<file path="src/rtl/imm_encoder.sv">
// imm_encoder: packs decoded fields and an immediate into an RV32I instruction word
// and queues it in a small FIFO, flagging immediates the chosen format cannot represent.
module imm_encoder #(
    parameter int DEPTH = 4,
    parameter int ERR_W = 8
) (
    input  logic             clk,
    input  logic             rstn,
    input  logic             in_valid,
    output logic             in_ready,
    input  logic [2:0]       imm_type,
    input  logic [6:0]       opcode,
    input  logic [4:0]       rd,
    input  logic [2:0]       funct3,
    input  logic [4:0]       rs1,
    input  logic [4:0]       rs2,
    input  logic [6:0]       funct7,
    input  logic [31:0]      imm,
    output logic             out_valid,
    input  logic             out_ready,
    output logic [31:0]      inst,
    output logic             imm_err,
    output logic [ERR_W-1:0] err_cnt
);
    localparam logic [2:0] R_TYPE = 3'd0;
    localparam logic [2:0] I_TYPE = 3'd1;
    localparam logic [2:0] S_TYPE = 3'd2;
    localparam logic [2:0] B_TYPE = 3'd3;
    localparam logic [2:0] J_TYPE = 3'd4;
    localparam logic [2:0] U_TYPE = 3'd5;
    localparam int AW = $clog2(DEPTH);

    logic [31:0] enc;
    logic        enc_err;
    logic        fit12, fit20, u_ok;
    logic [31:0] mem_inst [DEPTH];
    logic        mem_err  [DEPTH];
    logic [AW-1:0] wr_ptr, rd_ptr;
    logic [AW:0]   count;
    logic push, pop;

    // B and J offsets arrive already halved, so the sign checks use the halfword widths
    assign fit12 = &imm[31:11] | ~|imm[31:11];
    assign fit20 = &imm[31:19] | ~|imm[31:19];
    assign u_ok  = ~|imm[11:0];

    always_comb begin
        enc = imm_type == R_TYPE ? {funct7, rs2, rs1, funct3, rd, opcode} :
              imm_type == I_TYPE ? {imm[11:0], rs1, funct3, rd, opcode} :
              imm_type == S_TYPE ? {imm[11:5], rs2, rs1, funct3, imm[4:0], opcode} :
              imm_type == B_TYPE ? {imm[11], imm[9:4], rs2, rs1, funct3, imm[3:0], imm[10], opcode} :
              imm_type == J_TYPE ? {imm[19], imm[9:0], imm[10], imm[18:11], rd, opcode} :
              imm_type == U_TYPE ? {imm[31:12], rd, opcode} : 32'h0;
        enc_err = imm_type == R_TYPE ? 1'b0 :
                  (imm_type == I_TYPE || imm_type == S_TYPE || imm_type == B_TYPE) ? !fit12 :
                  imm_type == J_TYPE ? !fit20 :
                  imm_type == U_TYPE ? !u_ok : 1'b1;
    end

    assign out_valid = count != '0;
    assign in_ready  = count != (AW+1)'(DEPTH);
    assign push      = in_valid & in_ready;
    assign pop       = out_valid & out_ready;
    assign inst      = out_valid ? mem_inst[rd_ptr] : 32'h0;
    assign imm_err   = out_valid ? mem_err[rd_ptr] : 1'b0;

    always_ff @(posedge clk) begin
        if (!rstn) begin
            wr_ptr  <= '0;
            rd_ptr  <= '0;
            count   <= '0;
            err_cnt <= '0;
        end else begin
            if (push) wr_ptr <= wr_ptr + 1'b1;
            if (pop) rd_ptr <= rd_ptr + 1'b1;
            count <= count + {{AW{1'b0}}, push} - {{AW{1'b0}}, pop};
            if (push && enc_err && err_cnt != '1) err_cnt <= err_cnt + 1'b1;
        end
    end

    always_ff @(posedge clk) begin
        if (rstn && push) begin
            mem_inst[wr_ptr] <= enc;
            mem_err[wr_ptr]  <= enc_err;
        end
    end
endmodule

</file>
<file path="config.mk">
export PLATFORM = sky130hd
export DESIGN_NAME = imm_encoder
export DESIGN_NICKNAME = d
export VERILOG_FILES = /design/src/rtl/imm_encoder.sv
export SDC_FILE = /design/constraint.sdc
export NUM_CORES = 1
export LEC_CHECK = 0
export ABC_CLOCK_PERIOD_IN_PS = 2350
export BUFFER_PORTS_ARGS = -buffer_cell sky130_fd_sc_hd__clkbuf_2
export CORE_ASPECT_RATIO = 0.7
export CORE_MARGIN = 5
export CORE_UTILIZATION = 51
export CTS_CLUSTER_SIZE = 24
export DETAILED_ROUTE_END_ITERATION = 8
export PLACE_DENSITY = 0.75
export SETUP_SLACK_MARGIN = 0.15
export SKIP_LAST_GASP = 1
export SLEW_MARGIN = 10
export SYNTH_ARGS = -nofsm -noshare
export SYNTH_HDL_FRONTEND = slang
export SYNTH_SLANG_ARGS = --single-unit
</file>
<file path="constraint.sdc">
create_clock -name clk -period 2.35 [get_ports clk]
set_input_delay 0.47 -clock clk [delete_from_list [all_inputs] [get_ports clk]]
set_output_delay 0.47 -clock clk [all_outputs]
set_load 0.03 [all_outputs]
</file>
-- Word-level counts from Yosys, hierarchy flattened
Memories as Yosys holds them, arrays and structs flattened. A register that Yosys moved wholly into a read port is not among the register bits.
Cells that the tools add are included.
Widths: inputs -> output; s select.
- RAM bits: 132
- memories kept: 2
- logic and storage cells: 56
- bits of input ports: 71
- bits in latches: 0
- output and inout port bits: 43
- flip-flop bits (word level): 15
- ROM bits: 0
- shifts and indexed selects: 0
- $lt $le $gt $ge: 0
- div/mod/pow operators: 0
- multiply operators: 0
- add/subtract/negate cells: 5
- equal/unequal tests: 7
- bitwise gates (word level): 4
- reduce and logical (&&, ||, !) cells: 16
- multiplexer cells: 18
- memory list (name ; depth ; bits a word ; rd ports ; clocked after memory_dff ; wr ports ; RTL line ; text):
    mem_inst ; 4 ; 32 ; 1 ; 1 ; 1 ; 36 ; logic [31:0] mem_inst [DEPTH];
    mem_err ; 4 ; 1 ; 1 ; 1 ; 1 ; 37 ; logic mem_err [DEPTH];
- operators by type and width (operator ; number):
    $mux 32 ; 7
    $reduce_and 21->1 ; 1
    $reduce_or 21->1 ; 1
    $reduce_and 13->1 ; 1
    $reduce_or 13->1 ; 1
    $reduce_or 12->1 ; 1
    $add 8x1->8 const B ; 1
    $mux 2 ; 4
    $ne 8x8->1 const B ; 1
    $mux 1 ; 7
    $eq 3x2->1 const B ; 2
    $eq 3x3->1 const B ; 2
    $add 2x1->2 const B ; 2
    $logic_not 1->1 ; 4
    $add 3x1->3 ; 1
    $eq 3x1->1 const B ; 1
    $logic_and 1x1->1 ; 3
    $logic_not 3->1 ; 1
    $ne 3x3->1 const B ; 1
    $reduce_bool 3->1 ; 1
    $sub 3x1->3 ; 1
    $and 1x1->1 ; 2
    $logic_or 1x1->1 ; 2
    $or 1x1->1 ; 2

-- Logic depth before layout (Yosys ltp)
Gate-level depths: netlist (run 1).
- word-level depth: 9
- gate-level depth with buffers: 13
- depth with buffers taken out: 12

-- Worst setup path before layout (run 1)
Ideal clock, no wire load.
- kind: register -> register
- from: register count[1]
- to: register count[2]
- arrival: 2.417 ns
- library setup time: 0.115 ns
- stages on the path, launching flop included: 14
- slack: -0.182 ns
- data required time: 2.235 ns
- buffers on the path: 1
- period minus slack after synthesis: 2.532 ns
- cell sequence: dfxtp_1 -> nor2_1 -> nand2_1 -> and2_1 -> buf_2 -> inv_1 -> ha_1 -> inv_1 -> ha_1 -> inv_1 -> fa_1 -> xnor2_1 -> xnor2_1 -> and2_1
- word-level cells in the longest chain between the ends: 4
- elaborated cells between the ends (all ways): 6
- classes of those cells: add/sub (2); eq/ne (1); bitwise (2); reduce/logical (1)
- RTL lines (element ; RTL line ; text):
    start, declared ; 39 ; logic [AW:0] count;
    start signal, assigned ; 76 ; count <= count + {{AW{1'b0}}, push} - {{AW{1'b0}}, pop};
    $ne 3x3->1 ; 61 ; assign in_ready = count != (AW+1)'(DEPTH);
    named net in_ready ; 10 ; output logic in_ready,
    $and 1x1->1 ; 62 ; assign push = in_valid & in_ready;
    $add 3x1->3 ; 76 ;
    $sub 3x1->3 ; 76 ;
The timed path passes the listed nets, and every way through them passes these cells.
A chain may end at the register's enable or synchronous reset.

==> metrics.txt, run 1 <==
status complete, but fails checks; failing checks negative setup slack; DRT Pass-1 Iters 5; clk_lat worst skew 0.42 ns; worst-margin pin slew 0.5135 ns; Unique masters post-synth 41; worst reg2reg path endpoint count[2]; max-cap violations 0; die height 107.1 um; largest fanout on the critical path 6; CTS Hold Bufs 0; DR iter-0 viols about 400; largest net degree at the start of global routing 36; RePlAce Congestion just under 0.9; Worst Skew 0.009388 ns; main area contributors after synthesis edfxtp_1, mux4_2, dfxtp_1, and2_1, mux2i_1; NumNets Final between 600 and 700; Max stage delay on crit path 0.52 ns; vias post-DR 4583; Clock transition at path regs 0.06 ns; vias in the first global route 4598; IO Count ~110; most frequent cell after synthesis edfxtp_1; warnings from Yosys 0; routed len/inst roughly 21 um; DRC Markers 0; crit share post-route 1.019; Slew Limit Fails 0; syn_area_per_cell 14.65 sq um; minimum clock period between 2 and 2.5 ns; Synth-to-Final Area Change 28.19%; total track usage 0.2109; Fmax roughly 420 MHz; Max VDD drop 780.0 uV; DRT antenna net count 0; Starting Density 0.5213; Critical Path AT 1.93 ns; total design power 9353 uW; share of layout cells above drive strength 1 0.4351; GR Overflow Total 0; via density per instance 5.772; Cell Rows 35; register area share after synthesis 0.6264; crit path kind reg2out; Max-slew headroom 0.6545; initial antenna violation count 0; Hold Path Depth 2; WP depth 4; Synth Cell Area 6872 sq um; clk root buf clkbuf_16; hold_sp rd[1]; kind of cell adding the most delay to the critical path multiplexers; share of the synthesized area in the top cell type 0.5768; CTS sink count 149; Antenna Cells 0; Startpoint Class flop; RSZ-0062 raised after global routing true; Synth area leader edfxtp_1; PwrDens ~1100 nW/um^2; CP Buf/Inv Count 2; Syn Nets about 550; ys async rst share 0; Final Worst Setup Slack -0.04501 ns; EDFF count, synth 132; CTS buffer count 17; final setup fails 25; Fin. Hold Viols 0; Lkg Pwr 0.003250 uW; Placeable Area 13180 sq um; input/output buffers around 110; r2r startpoint count[0]; die span in x between 100 and 150 um; worst hold path type in2reg; worst-path cell chain buf_12 -> mux4_2 -> and2_4 -> buf_6; Post-Route WL about 17000 um; slowest stage cell, crit path mux4_2; Yosys reg bits about 150; Worst Path Required about 1.9 ns; Layout Utilization 0.6682; global-route wire length before repair approximately 25000 um; reg-to-reg setup timing slack 0.15 ns; Top FF cell, synth edfxtp_1; hold path endpoint mem_inst[2][8]; CP Capture Type output port; most frequent cells after synthesis edfxtp_1, and2_1, mux4_2; Cells after Synth 469; die area 15930 sq um; H-tree levels 4; HPWL after DPL 10750 um; CTS tree done; Clock Path Buffers 2; worst r2r path cells 10
-- metal layers --
metal / GRT usage / vias to the layer above / part of all wire
li1: - / 2059 / -
met1: 0.2978 / 2291 / 0.43
met2: 0.3232 / 211 / 0.48
met3: 0.04901 / 22 / 0.066
met4: 0.07642 / 0 / 0.020
met5: 0 / - / 0
-- power by group --
| group | internal, uW | switching, uW |
|---|---|---|
| Clock | 1560 | 1040 |
| Sequential | 3120 | 111 |
| Combinational | 1780 | 1750 |
-- how the worst max path moves through the flow --
stage | endpoint | startpoint | slack (ns)
floorplan | count[2] | count[0] | 0.10
global placement | count[2] | count[0] | 0.18
detailed placement | count[2] | count[0] | 0.12
CTS | inst[7] | flop | -0.08
global route | inst[19] | flop | -0.10
finish | inst[30] | flop | -0.05
-- metrics by stage --
stage | hold slack (ns) | setup WS [ns] | instances | instance area [sq um] | setup TNS [ns]
after floorplan | 0.4679 | 0.1031 | 469 | 6935 | 0
after global placement | 0.4762 | 0.1836 | 754 | 7806 | 0
after detailed placement | 0.4939 | 0.1183 | 754 | 7806 | 0
after CTS | 0.3914 | -0.08334 | 790 | 8422 | -1.156
after global routing | 0.3946 | -0.1003 | 794 | 8808 | -2.261
final | 0.4042 | -0.04501 | 794 | 8808 | -0.4883
-- worst register-to-register path, stage by stage, from the launching register on --
cell	delay (ns)
dfxtp_4	0.34
or3_4	0.38
and2_4	0.18
ha_4	0.21
inv_2	0.06
ha_4	0.12
inv_2	0.03
fa_2	0.34
xnor2_2	0.15
xnor2_1	0.12
and2_1	0.15
-- cell usage in the layout (no fill, tap or decap), drive strengths merged, types with 2 or more instances in the layout --
master,count
buf,54
dfxtp,17
and2,46
nor2b,4
xnor2,5
clkinvlp,4
nor4,9
nand2b,8
nand4b,2
clkbuf,102
edfxtp,132
nand3,5
nor3,5
nor2,17
o22ai,15
nand2,29
a22oi,7
mux4,33
inv,16
a22o,2
bufinv,2
clkinv,7
o21ai,8
a21boi,4
a31oi,6
or3,4
a21o,2
mux2,12
and3,4
nand4,7
a21oi,9
mux2i,20
ha,7
-- final cells by class --
class                           count  area [sq um]
Timing Repair Buffer              137          1112
Fill cell                         935          4373
Tap cell                          185         231.5
Clock inverter                     13         135.1
Clock buffer                       19         432.9
Sequential cell                   149          4315
Inverter                           16         62.56
Multi-Input combinational cell    275          2519
-- kinds of logic (layout without fill, tap and decap cells) --
logic type,after synthesis,count (layout),synth area share
buf+inv,45,185,0.02786
flops,149,149,0.6264
xor+xnor,5,5,0.006373
compound gates,56,56,0.05244
mux,65,65,0.1570
simple gates,141,141,0.1143
fa+ha+maj,8,8,0.01566
-- state kept, by name, summed over array words and instances, names as in the netlist, named ones only --
name      count
mem_inst    128
err_cnt       8
mem_err       4
count         3
rd_ptr        2
wr_ptr        2
-- what timing repair did --
action                                  4_1_cts  5_1_grt
gates cloned                                  0        4
resized for setup                             5      168
endpoints found under the hold margin         0        0
buffers inserted                              4        0
endpoints found under the setup margin       34       34
pin swaps                                     2        0
No activity file was read; power rests on OpenSTA's default activity.
==> run 2, diff against run 1 <==
GPL_TIMING_DRIVEN = 0   (was not set)
==> metrics.txt, run 2 (same netlist as run 1, synthesis figures left out) <==
worst hold path type in2reg; CP Capture Type output port; CTS sink count 149 (unchanged); Critical Path AT 1.96 ns (+0.03 ns); Starting Density 0.5213 (unchanged); share of layout cells above drive strength 1 0.4329 (-0.002232); Final Worst Setup Slack -0.07654 ns (-0.03153 ns); Startpoint Class flop; IO Count 114 (unchanged); smallest hold slack 0.3742 ns (-0.03000 ns); crit path kind reg2out; TNS Setup -0.5383 ns (-0.05004 ns); via density per instance 5.755 (-0.30%); Biggest register mem_inst; PwrDens 1086 nW/um^2 (+2.3%); max-cap violations 0 (unchanged); slowest stage cell, crit path mux4_2; die span in x 148.7 um (unchanged); DRC Markers 0 (unchanged); CTS buffer count 17 (unchanged); Placeable Area 13180 sq um (unchanged); minimum clock period 2.427 ns (+0.03153 ns); Layout Utilization 0.6857 (+0.01747); vias in the first global route 4922 (+7.0%); Max stage delay on crit path 0.49 ns (-0.03 ns); Post-Route WL 17380 um (+2.9%); placed cell area 7812 sq um (about the same); crit share post-route 1.033 (+0.01342); Max-slew headroom 0.5515 (-0.1030); Lkg Pwr 0.003341 uW (+2.8%); fillers 893 (-4.5%); placed insts 770 (+2.1%); die height 107.1 um (unchanged); clk_lat worst skew 0.42 ns (about the same); RePlAce Congestion 0.9126 (+2.7%); failing checks negative setup slack; routed len/inst 21.42 um (+0.71%); HPWL after DPL 11950 um (+11%); Multi-input gate area 2514 sq um (-0.20%); die area 15930 sq um (unchanged); NumNets Final 692 (+2.5%); design area 9039 sq um (+2.6%); total track usage 0.2283 (+0.01734); CTS Hold Bufs 0 (unchanged); worst-path cell chain clkbuf_16 -> buf_12 -> buf_16 -> mux4_2 -> and2_4 -> buf_8; initial antenna violation count 0 (unchanged); Worst Path Required 1.88 ns (about the same); commonest non-fill, non-tap cells in the layout edfxtp_1, clkbuf_2, mux4_2, and2_4, nand2_1; Slew Limit Fails 0 (unchanged); vias post-DR 4667 (+1.8%); DRT Pass-1 Iters 5 (unchanged); max reg flops 128 (unchanged); Clock transition at path regs 0.06 ns (about the same); Max VDD drop 670.0 uV (-14%); Antenna Cells 0 (unchanged); H-tree levels 4 (unchanged); worst-margin pin slew 0.6727 ns (+0.1592 ns); Worst Skew 0.01339 ns (+0.003999 ns); DRT antenna net count 0 (unchanged); CTS tree done; GR Overflow Total 0 (unchanged); non-filler cells, final 811 (+2.1%); Fin. Hold Viols 0 (unchanged); global-route wire length before repair 27320 um (+8.1%); status complete, but fails checks; register area 4313 sq um (about the same); DR iter-0 viols 517 (+28%); Synth-to-Final Area Change 31.54%; largest fanout on the critical path 8 (+2); clk root buf clkbuf_16; Cell Rows 35 (unchanged); input/output buffers 112 (-0.88%); reg-to-reg setup timing slack 0.02 ns (-0.13 ns); Fmax 412.1 MHz (-1.3%); commonest non-fill, non-tap cell in the layout edfxtp_1; RSZ-0062 raised after global routing true; Top Registers mem_inst: 128 flops, err_cnt: 8 flops, mem_err: 4 flops; Clock Path Buffers 2 (unchanged); final setup fails 11 (-56%); largest net degree at the start of global routing 30 (-17%)
==> run 2: cell type report <==
cell class                 count  share of cell area
sequential                   149              0.4772
inverter                      16            0.007475
buffer                        29             0.02824
clock inverter                14             0.01786
tap                          185             0.02561
clock buffer                  18             0.04748
timing repair buffer         125              0.1181
multi-input combinational    275              0.2781
==> run 2: final timing paths <==
check                           cells past startpoint    endpoint       start
worst max register to register                     11    count[2]    count[0]
worst max-delay path                                6     inst[5]        flop
worst min register to register                      2  err_cnt[1]  err_cnt[1]
worst min-delay path                                3  err_cnt[2]        rstn
==> run 2: power breakdown <==
group	internal (uW)	total, uW	switching [uW]	leakage (uW)
combinational	2060	3910	1850	0.00171
sequential	3110	3190	79.0	0.00135
clock	1660	2720	1060	0.000281
total	6830	9820	2990	0.00334
==> run 2: critical path, delay by kind of cell (launching register included) <==
kind / cells / cell delay [ns]
buffers and inverters: 4 / 0.54
multiplexers: 1 / 0.49
flip-flops: 1 / 0.34
AND/OR/NAND/NOR: 1 / 0.16
==> run 2: stage by stage <==
stage | setup WS [ns] | power [uW]
final | -0.07654 | 9818
after global routing | -0.1276 | 10200
after CTS | -0.09632 | 9538
after detailed placement | -0.1523 | 5931
after global placement | -0.5230 | 5843
after floorplan | 0.1031 | 5137
==> run 2: repair_timing <==
action / in CTS / in global routing
pin swaps: 20 / 12
cloned: 2 / 1
setup endpoints to repair: 36 / 44
gates resized for setup: 113 / 53
setup buffers: 4 / 2
==> run 2: routing by layer <==
metal,track usage,vias up,part of all wire
li1,-,2096,-
met1,0.3092,2265,0.40
met2,0.3556,277,0.48
met3,0.06295,29,0.11
met4,0.08622,0,0.022
met5,0,-,0
==> run 3, diff against run 2 <==
ABC_AREA = 1   (was not set)
==> metrics.txt, run 3 <==
DRC Markers 0 (unchanged); Layout Utilization 0.7079 (+0.02218); Cell Rows 35 (unchanged); ys async rst share 0 (unchanged); Critical Path AT 1.83 ns (-0.13 ns); internal cell power 6810 uW (-0.28%); M2 GR Usage 0.3890 (+0.03342); Logic pwr share 0.394 (-0.004); sequential group share of total power 0.308 (-0.017); via density per instance 5.425 (-5.7%); Switch Pwr 3763 uW (+26%); GR Overflow Total 0 (unchanged); Syn Nets 819 (+49%); syn_area_per_cell 9.491 sq um (-35%); max-cap violations 0 (unchanged); slowest stage cell, crit path dfxtp_4; vias in the first global route 5455 (+11%); total design power 10570 uW (+7.7%); H-tree levels 4 (unchanged); PwrDens 1122 nW/um^2 (+3.3%); Max stage delay on crit path 0.43 ns (-0.06 ns); share of the synthesized area in the top cell type 0.5644 (-0.01243); DR iter-0 viols 683 (+32%); die span in x 150.3 um (+1.0%); RSZ-0062 raised after global routing true; most crowded layer after global routing met2; switch share 0.3559 (+0.05147); largest fanout on the critical path 5 (-3); Final Worst Setup Slack 0.04899 ns (+0.1255 ns); minimum clock period 2.301 ns (-0.1255 ns); global-route wire length before repair 30610 um (+12%); warnings from Yosys 0 (unchanged); final setup fails 0 (-11); hold_sp rstn; Lkg Pwr 0.003770 uW (+13%); routed len/inst 18.19 um (-15%); share of layout cells above drive strength 1 0.2946 (-0.1383); worst-margin pin slew 0.6557 ns (-0.01704 ns); CP Buf/Inv Count 4 (unchanged); Biggest register mem_inst; commonest non-fill, non-tap cells in the layout nor2_1, edfxtp_1, nand2_1, clkbuf_2, a21oi_1; Yosys reg bits 149 (unchanged); total track usage 0.2532 (+0.02497); Top FF cell, synth edfxtp_1; status complete, no violations; Worst Skew 0.009703 ns (-0.003684 ns); worst slack at placement -0.2495 ns (-0.09717 ns); crit path kind reg2out; CTS Hold Bufs 0 (unchanged); Post-Route WL 20100 um (+16%); DRT antenna net count 0 (unchanged); die height 108.2 um (+0.99%); max reg flops 128 (unchanged); DRT Pass-1 Iters 5 (unchanged); Max-slew headroom 0.5608 (+0.009320); register area 4314 sq um (about the same); Synth-to-Final Area Change 34.19%; worst hold path type in2reg; register area share after synthesis 0.6129 (-0.01350); Starting Density 0.5275 (+0.006228); IO Count 114 (unchanged); reg-to-reg setup timing slack 0.28 ns (+0.26 ns); CTS buffer count 17 (unchanged); Fmax 434.6 MHz (+5.5%); HPWL after DPL 12260 um (+2.6%); r2r startpoint count[2]; CTS tree done; commonest non-fill, non-tap cell in the layout nor2_1; crit share post-route 0.9792 (-0.05341); fillers 975 (+9.2%); worst-path cell chain buf_12 -> buf_6 -> buf_8 -> nor2_4 -> nor2_2 -> o21ai_1 -> a21oi_1 -> buf_4; most frequent cells after synthesis nor2_1, edfxtp_1, nand2_1; most frequent cell after synthesis nor2_1; initial antenna violation count 0 (unchanged); Multi-input gate area 2512 sq um (about the same); Placeable Area 13310 sq um (+1.0%); Antenna Cells 0 (unchanged); Unique masters post-synth 34 (-17%); Clock Path Buffers 2 (unchanged); input/output buffers 113 (+0.89%); Cells after Synth 740 (+58%); CTS sink count 149 (unchanged); Top Registers mem_inst: 128 flops, err_cnt: 8 flops, mem_err: 4 flops; Clock Power Share 0.298 (+0.021); met1 Use GR 0.3685 (+0.05931); Fin. Hold Viols 0 (unchanged); met3 global-route usage 0.06116 (-0.001784); TNS Setup 0 ns (+0.5383 ns); largest net degree at the start of global routing 18 (-40%); Slew Limit Fails 0 (unchanged); CP Capture Type output port; NumNets Final 986 (+42%); Max VDD drop 885.2 uV (+32%); Clock transition at path regs 0.06 ns (about the same); kind of cell adding the most delay to the critical path buffers and inverters; Synth area leader edfxtp_1; Startpoint Class flop; main area contributors after synthesis edfxtp_1, nor2_1, o21ai_0, dfxtp_1, nand2_1; clk root buf clkbuf_16; vias post-DR 5995 (+28%); RePlAce Congestion 0.8921 (-2.2%); die area 16250 sq um (+2.0%); Worst Path Required 1.88 ns (about the same); clk_lat worst skew 0.42 ns (about the same); Synth Cell Area 7023 sq um (+2.2%); EDFF count, synth 132 (unchanged)
==> run 3: cell count changes after synthesis, sizes merged, moves of 7 or more <==
cell and delta:
mux2 -12, o22ai -15, nor4 -9, a22oi -7
nand2b -8, a221oi +8, a21oi +48, nor2 +188
mux4 -33, o21ai +75, inv +45, nand2 +63
mux2i -20, and2 -46
==> run 3: what timing repair did <==
item / in CTS / in global routing
pin swaps: 22 / 26
endpoints found under the setup margin: 168 / 163
setup buffers: 25 / 0
hold endpoints to repair: 0 / 0
gates cloned: 10 / 0
resized for setup: 121 / 112
==> run 3: per-layer routing <==
metal	wire, um	vias to the layer above
li1	-	2862
met1	8658	2799
met2	9187	312
met3	1993	22
met4	257	0
met5	0	-
==> run 3: power by group through the flow <==
stage                     combinational (uW)  sequential, uW  clock, uW
after global placement                  3050            3270          0
after detailed placement                3090            3270          0
after global routing                    4430            3270       3300
final                                   4160            3260       3150
after CTS                               3870            3240       3170
after floorplan                         2060            3270          0
==> run 3: tightest hold or removal path: stages <==
cell and delay, ns:
clkbuf_2 0.16, o21ai_0 0.10, a21oi_1 0.04
==> run 3: final timing paths <==
| kind | end | depth (start not counted) |
|---|---|---|
| setup reg to reg | count[1] | 11 |
| setup / recovery | inst[31] | 8 |
| hold / removal | wr_ptr[1] | 3 |
| hold reg to reg | rd_ptr[1] | 2 |
==> run 3: cells by family after synthesis <==
kind of cell    synth area share
xor+xnor                0.002495
buf+inv                  0.05291
simple gates              0.1890
flops                     0.6129
compound gates            0.1274
fa+ha+maj                0.01532
==> run 3: metrics by stage <==
step | cell area [sq um] | cells | hold slack, ns
final | 9424 | 1105 | 0.3916
after global routing | 9424 | 1105 | 0.4007
after CTS | 9303 | 1105 | 0.3631
after detailed placement | 7855 | 1038 | 0.4590
after global placement | 7855 | 1038 | 0.4572
after floorplan | 7058 | 740 | 0.4356
==> run 3: cell type report <==
cell class,instances,share of cell area
Multi-Input combinational cell,500,0.2666
Timing Repair Buffer,144,0.1159
Sequential cell,149,0.4578
Clock buffer,18,0.04554
Inverter,64,0.02629
Tap cell,185,0.02456
Buffer,31,0.03625
Clock inverter,14,0.02708
